### src/rtl/sample_uart_tx.sv
// sample_uart_tx: queues strobed samples and sends each one as two self-framing UART bytes.
// Define SAMPLE_UART_TX_PARITY_EN to add an even-parity bit to every byte.
module sample_uart_tx #(
    parameter int DATA_IN_LEN     = 10,
    parameter int CLKS_PER_BIT    = 104,
    parameter int FIFO_DEPTH_LOG2 = 2
) (
    input  logic                       clk,
    input  logic                       reset,
    input  logic [DATA_IN_LEN-1:0]     data_in,
    input  logic                       strobe_in,
    input  logic                       overflow_clr,
    output logic                       tx,
    output logic                       busy,
    output logic                       overflow,
    output logic [FIFO_DEPTH_LOG2:0]   fifo_level
);
    localparam int DEPTH = 2 ** FIFO_DEPTH_LOG2;
    localparam int LW    = FIFO_DEPTH_LOG2 + 1;
    localparam int CW    = $clog2(CLKS_PER_BIT);

    typedef enum logic [2:0] {
        IDLE,
        START,
        DATA,
`ifdef SAMPLE_UART_TX_PARITY_EN
        PARITY,
`endif
        STOP
    } state_t;

    state_t                     state, state_n;
    logic [13:0]                mem [DEPTH];
    logic [FIFO_DEPTH_LOG2-1:0] wr_ptr, rd_ptr;
    logic [CW-1:0]              baud;
    logic [2:0]                 bit_cnt;
    logic [15:0]                shift;
    logic                       byte_sel, strobe_q, tx_n;
    logic                       push_req, push, pop, full, empty, baud_done;
`ifdef SAMPLE_UART_TX_PARITY_EN
    logic                       par;
`endif

    assign empty     = fifo_level == '0;
    assign full      = fifo_level == LW'(DEPTH);
    assign push_req  = strobe_in & ~strobe_q;
    assign pop       = (state == IDLE) && !empty;
    // A push while full is still accepted when the head leaves at the same edge.
    assign push      = push_req && (!full || pop);
    assign busy      = (state != IDLE) || !empty;
    assign baud_done = baud == CW'(CLKS_PER_BIT - 1);

    always_comb begin
        state_n = state;
        tx_n    = 1'b1;
        case (state)
            IDLE:   state_n = empty ? IDLE : START;
            START: begin
                tx_n    = 1'b0;
                state_n = baud_done ? DATA : START;
            end
            DATA: begin
                tx_n = shift[0];
`ifdef SAMPLE_UART_TX_PARITY_EN
                state_n = (baud_done && bit_cnt == 3'd7) ? PARITY : DATA;
`else
                state_n = (baud_done && bit_cnt == 3'd7) ? STOP : DATA;
`endif
            end
`ifdef SAMPLE_UART_TX_PARITY_EN
            PARITY: begin
                tx_n    = par;
                state_n = baud_done ? STOP : PARITY;
            end
`endif
            STOP:    state_n = baud_done ? (byte_sel ? IDLE : START) : STOP;
            default: state_n = IDLE;
        endcase
    end

    always_ff @(posedge clk) begin
        if (push) mem[wr_ptr] <= 14'(data_in);
    end

    always_ff @(posedge clk or posedge reset) begin
        if (reset) begin
            state      <= IDLE;
            tx         <= 1'b1;
            baud       <= '0;
            bit_cnt    <= '0;
            shift      <= '0;
            byte_sel   <= 1'b0;
            strobe_q   <= 1'b0;
            wr_ptr     <= '0;
            rd_ptr     <= '0;
            fifo_level <= '0;
            overflow   <= 1'b0;
`ifdef SAMPLE_UART_TX_PARITY_EN
            par        <= 1'b0;
`endif
        end else begin
            state      <= state_n;
            tx         <= tx_n;
            strobe_q   <= strobe_in;
            baud       <= (state_n != state || baud_done) ? '0 : baud + 1'b1;
            fifo_level <= fifo_level + LW'(push) - LW'(pop);
            overflow   <= (push_req && !push) || (overflow && !overflow_clr);
            if (push) wr_ptr <= wr_ptr + 1'b1;
            // byte1 sits above byte0 so it lands in the low byte after byte0 shifts out.
            if (pop) begin
                rd_ptr   <= rd_ptr + 1'b1;
                shift    <= {1'b0, mem[rd_ptr][6:0], 1'b1, mem[rd_ptr][13:7]};
                byte_sel <= 1'b0;
            end
            if (state == DATA && baud_done) begin
                shift   <= shift >> 1;
                bit_cnt <= bit_cnt + 1'b1;
`ifdef SAMPLE_UART_TX_PARITY_EN
                par     <= par ^ shift[0];
`endif
            end
`ifdef SAMPLE_UART_TX_PARITY_EN
            if (state == START) par <= 1'b0;
`endif
            if (state == STOP && baud_done) byte_sel <= 1'b1;
        end
    end
endmodule

### config.mk
export PLATFORM = sky130hd
export DESIGN_NAME = sample_uart_tx
export DESIGN_NICKNAME = d
export VERILOG_FILES = /design/src/rtl/sample_uart_tx.sv
export SDC_FILE = /design/constraint.sdc
export NUM_CORES = 1
export LEC_CHECK = 0
export CORE_UTILIZATION = 50
export CTS_BUF_LIST = sky130_fd_sc_hd__clkbuf_8
export DETAILED_ROUTE_END_ITERATION = 16
export GPL_TIMING_DRIVEN = 0
export PLACE_DENSITY = 0.71
export SLEW_MARGIN = 10
export SYNTH_ARGS = -nofsm -noshare
export SYNTH_HDL_FRONTEND = slang
export SYNTH_SLANG_ARGS = --single-unit
export TNS_END_PERCENT = 10
### constraint.sdc
create_clock -name clk -period 6.4 [get_ports clk]
set_input_delay 1.28 -clock clk [delete_from_list [all_inputs] [get_ports clk]]
set_output_delay 1.28 -clock clk [all_outputs]
set_load 0.01 [all_outputs]
### Yosys cells after proc, flatten, opt, wreduce, memory -nomap -nowiden

Memory sizes are Yosys's and may differ from the RTL's.
Index checks and enable logic that the tools add are counted.

| operators by class | value |
|---|---|
| bitwise operators | 2 |
| equal/unequal tests | 7 |
| muxes and demuxes | 14 |
| $add $sub $neg | 6 |
| reductions and logical operators | 20 |

Operator list:

| operator | count |
|---|---|
| $mux 16 | 2 |
| $pmux 2 s4 | 1 |
| $add 7x1->7 const B | 1 |
| $eq 7x7->1 const B | 1 |
| $logic_and 1x1->1 | 7 |
| $mux 1 | 7 |
| $mux 7 | 1 |
| $eq 3x2->1 const B | 2 |
| $eq 3x3->1 const B | 2 |
| $logic_not 3->1 | 2 |
| $add 2x1->2 const B | 2 |
| $logic_not 1->1 | 4 |
| $logic_or 1x1->1 | 4 |
| $mux 2 | 2 |
| $reduce_bool 2->1 | 2 |
| $add 3x1->3 | 1 |
| $add 3x1->3 const B | 1 |
| $eq 3x1->1 const B | 1 |
| $ne 3x3->1 | 1 |
| $reduce_bool 3->1 | 1 |
| $sub 3x1->3 | 1 |
| $pmux 1 s2 | 1 |
| $and 1x1->1 | 1 |
| $not 1->1 | 1 |

| word-level totals | value |
|---|---|
| memories kept | 1 |
| bits in writable memories | 40 |
| bits in registers | 40 |
| input bits | 14 |

Memories:

| name | depth | bits a word | read ports | clocked after Yosys merged registers in | wr ports | RTL line | RTL |
|---|---|---|---|---|---|---|---|
| mem | 4 | 10 | 1 | 0 | 1 | 33 | `logic [13:0] mem [DEPTH];` |

### Depth between registers and ports, before layout

| logic depth | value |
|---|---|
| depth after elaboration | 8 |
| mapped depth | 10 |
| mapped depth without buffers | 9 |

### Worst setup path before layout

Ideal clock, no wire load.

| path | value |
|---|---|
| path type | input port to flip-flop |
| from | in strobe_in |
| to | reg fifo_level[2] |
| setup slack | 3.379 ns |
| arrival time | 2.894 ns |
| cell stages on the path | 9 |
| cells stage by stage | nand2b_1 -> a31oi_1 -> inv_1 -> ha_1 -> inv_1 -> ha_1 -> fa_1 -> xor2_1 -> xnor2_1 |

| between the ends | value |
|---|---|
| word-level cells in the longest chain between the ends | 4 |

RTL lines:

| item | RTL line | RTL |
|---|---|---|
| from (decl) | 11 | `input logic strobe_in,` |
| $and 1x1->1 | 46 | `assign push_req = strobe_in & ~strobe_q;` |
| $logic_and 1x1->1 | 49 | `assign push = push_req && (!full \|\| pop);` |
| $add 3x1->3 | 106 | `fifo_level <= fifo_level + LW'(push) - LW'(pop);` |
| $sub 3x1->3 | 106 |  |
| to (signal assigned) | 106 |  |
| to (decl) | 16 | `output logic [FIFO_DEPTH_LOG2:0] fifo_level` |

Every way passes these cells.
A chain may end at the register's enable or synchronous reset.

### Worst setup path after layout

Ends and elaborated chain as after synthesis.

==> qor.yml <==
grt:
  grt_pass1_wl_mm: 8.91
  grt_antenna_before_repair: 0
  grt_max_degree: 39
  grt_overflow: 0
  grt_pass1_vias: 1795
  track_usage: 0.187
sta:
  worstMarginPinSlew_ps: 773
  setup_slack_ps: 3030
  slew_viol_final: 0
  setup_tns_ps: 0
  slew_headroom: 0.484
  fin_crit_sh: 0.527
  rsz0062_at_grt: "no"
  hold_violations: 0
  period_minus_slack_ps: 3370
  finalClockSkew_ps: 5.53
  finalSetupViolations: 0
  timing.fmax_mhz: 297
min_path:
  hp-start: "baud[0]"
  whs_endpoint: "baud[0]"
  hold_class: "reg -> reg"
  whs_path_depth: 1
floorplan:
  start_util: 0.530
  dieArea_um2: 6740
  core_um2: 6060
  dieWidth_um: 82.1
  rows: 28
  io_pins: 20
  die_y_um: 82.1
final_layout:
  drive_gt1_frac: 0.155
  fin_cells: 339
  num-nets-final: 283
  utilization: 0.606
  syn_to_final_growth_pct: 14.5
  n_antenna_cell: 0
power_and_ir_drop:
  static-leakage-power_uw: 0.00144
  vdd.ir_drop.worst_mv: 0.213
  p_total_uw: 1060
  power_density_nw_per_um2: 289
setup_path:
  ff2ff_path_depth: 9
  crit_arrival_ps: 3610
  cp-end-kind: "register"
  cp_slowest_cell: "a31oi_1"
  max_stage_delay_ps: 500
  critPathMaxFanout: 8
  cp.required_ps: 6640
  cp_cell_sequence: "clkdlybuf4s50_1, nand2b_1, a31oi_1, inv_1, ha_1, inv_1, ha_1, fa_1, xor2_1, xnor2_1"
  crit_family: "adder cells"
  crit_buf_inv: 3
  reg2reg_from: "state[1]"
  r2r_slack_ps: 3690
  r2r_end: "fifo_level[2]"
  criticalPathCategory: "in -> reg"
  start_kind: "input pin"
detailed_routing:
  drtIter0Drc: 98
  wl_per_cell_um: 15.3
  drt_drc_violations_left: 0
  dr_total_vias: 1820
  wl_mm: 5.20
  dr.pass1.iters: 6
  antenna_violating_nets_post_route: 0
  via_per_inst: 5.37
synthesis:
  syn-instance-count: 229
  synth_area_leaders: "edfxtp_1, dfrtp_1, mux4_2, ha_1, nand2_1"
  async_reset_ff_frac: 0.487
  yosysUniqueCellTypes: 34
  yosysTopAreaCell: "edfxtp_1"
  synth_top_area_share: 0.374
  synthesis.area_um2: 3210
  ys.warnings.count: 0
  yosys-top-cells-count: "edfxtp_1, dfrtp_1, nand2_1"
  yosysSeqAreaShare: 0.671
  avgSynthCellArea_um2: 14.0
  synth_edf_count: 40
  synth-main-ff-cell: "edfxtp_1"
  synth_most_common_cell: "edfxtp_1"
  synth.ff_latch_count: 78
  syn_nets: 253
cts:
  clock-root-buffer: "clkbuf_8"
  cts.path.max_buffers: 2
  worstSkewPairLatency_ps: 360
  cts_tree: "built"
  numCtsBuffers: 9
  cts_resized: 0
  cts_setup_buffers: 0
  clk_pin_slew_ps: 80
  clock-sinks: 78
  cts_max_level: 3
  ctsHoldBuffers: 0
job:
  maxCapViolCount: 0
placed_design:
  placed_cells: 323
  dp_hpwl_mm: 3.45
  port_buffers: 19
  dp_slack_ps: 2660
  gp_congestion: 0.738
status:
  status: "completed"
placed cells by master, fill, tap and decap left out, drive strengths merged, types with 5 or more instances in the layout:
cell type	instances
edfxtp	40
dfrtp	37
nand2	29
clkdlybuf4s50	19
nor2	14
inv	14
a21oi	13
mux4	10
clkbuf	10
nand3	9
ha	9
xnor2	8
buf	7
o21ai	5
area by class of cell:
cell class	count	area (um2)
sequential	78	2150
multi-input combinational	132	970
clock buffer	9	124
tap	75	93.8
timing repair buffer	19	190
fill	489	2390
inverter	11	41.3
buffer	8	45.0
clock inverter	7	56.3
worst max path at each step:
| stage | from | end | slack, ps | cells after the start |
|---|---|---|---|---|
| after floorplan | strobe_in | fifo_level[2] | 3380 | 9 |
| after global placement | strobe_in | fifo_level[2] | 2680 | 10 |
| after detailed placement | strobe_in | fifo_level[2] | 2660 | 10 |
| after CTS | strobe_in | fifo_level[2] | 3030 | 10 |
| after global routing | strobe_in | fifo_level[2] | 2810 | 10 |
| final | strobe_in | fifo_level[2] | 3030 | 10 |
report_power, final:
part	switching, uW	internal [uW]
clock network	193	144
logic	63.1	61.4
registers	23.0	575
cells by family after synthesis:
| logic type | synth area share |
|---|---|
| DFF | 0.671 |
| and+or+nand+nor | 0.107 |
| AOI/OAI and AO/OA | 0.0511 |
| buffers and inverters | 0.0269 |
| xor gates and xnor gates | 0.0324 |
| muxes | 0.0702 |
| adders and majority gates | 0.0413 |
registers in the layout, indices dropped and copies added (netlist names):
| register | count |
|---|---|
| byte_sel | 1 |
| fifo_level | 3 |
| strobe_q | 1 |
| bit_cnt | 3 |
| rd_ptr | 2 |
| wr_ptr | 2 |
| baud | 7 |
| shift | 15 |
| state | 2 |
| overflow | 1 |
| tx | 1 |
| mem | 40 |
per-layer routing:
layer | vias up | global-route usage | share of wire
met5 | - | 0 | 0
met4 | 0 | 0.0737 | 0.021
met3 | 9 | 0.0560 | 0.027
met2 | 22 | 0.291 | 0.49
met1 | 916 | 0.249 | 0.46
li1 | 873 | - | -
per-stage QoR:
| step | hold WS (ps) | area [um2] |
|---|---|---|
| after global routing | 486 | 3670 |
| final | 455 | 3670 |
| after CTS | 465 | 3670 |
| after floorplan | 425 | 3210 |
| after detailed placement | 453 | 3490 |
| after global placement | 451 | 3490 |
No activity file was read; power rests on OpenSTA's default activity.
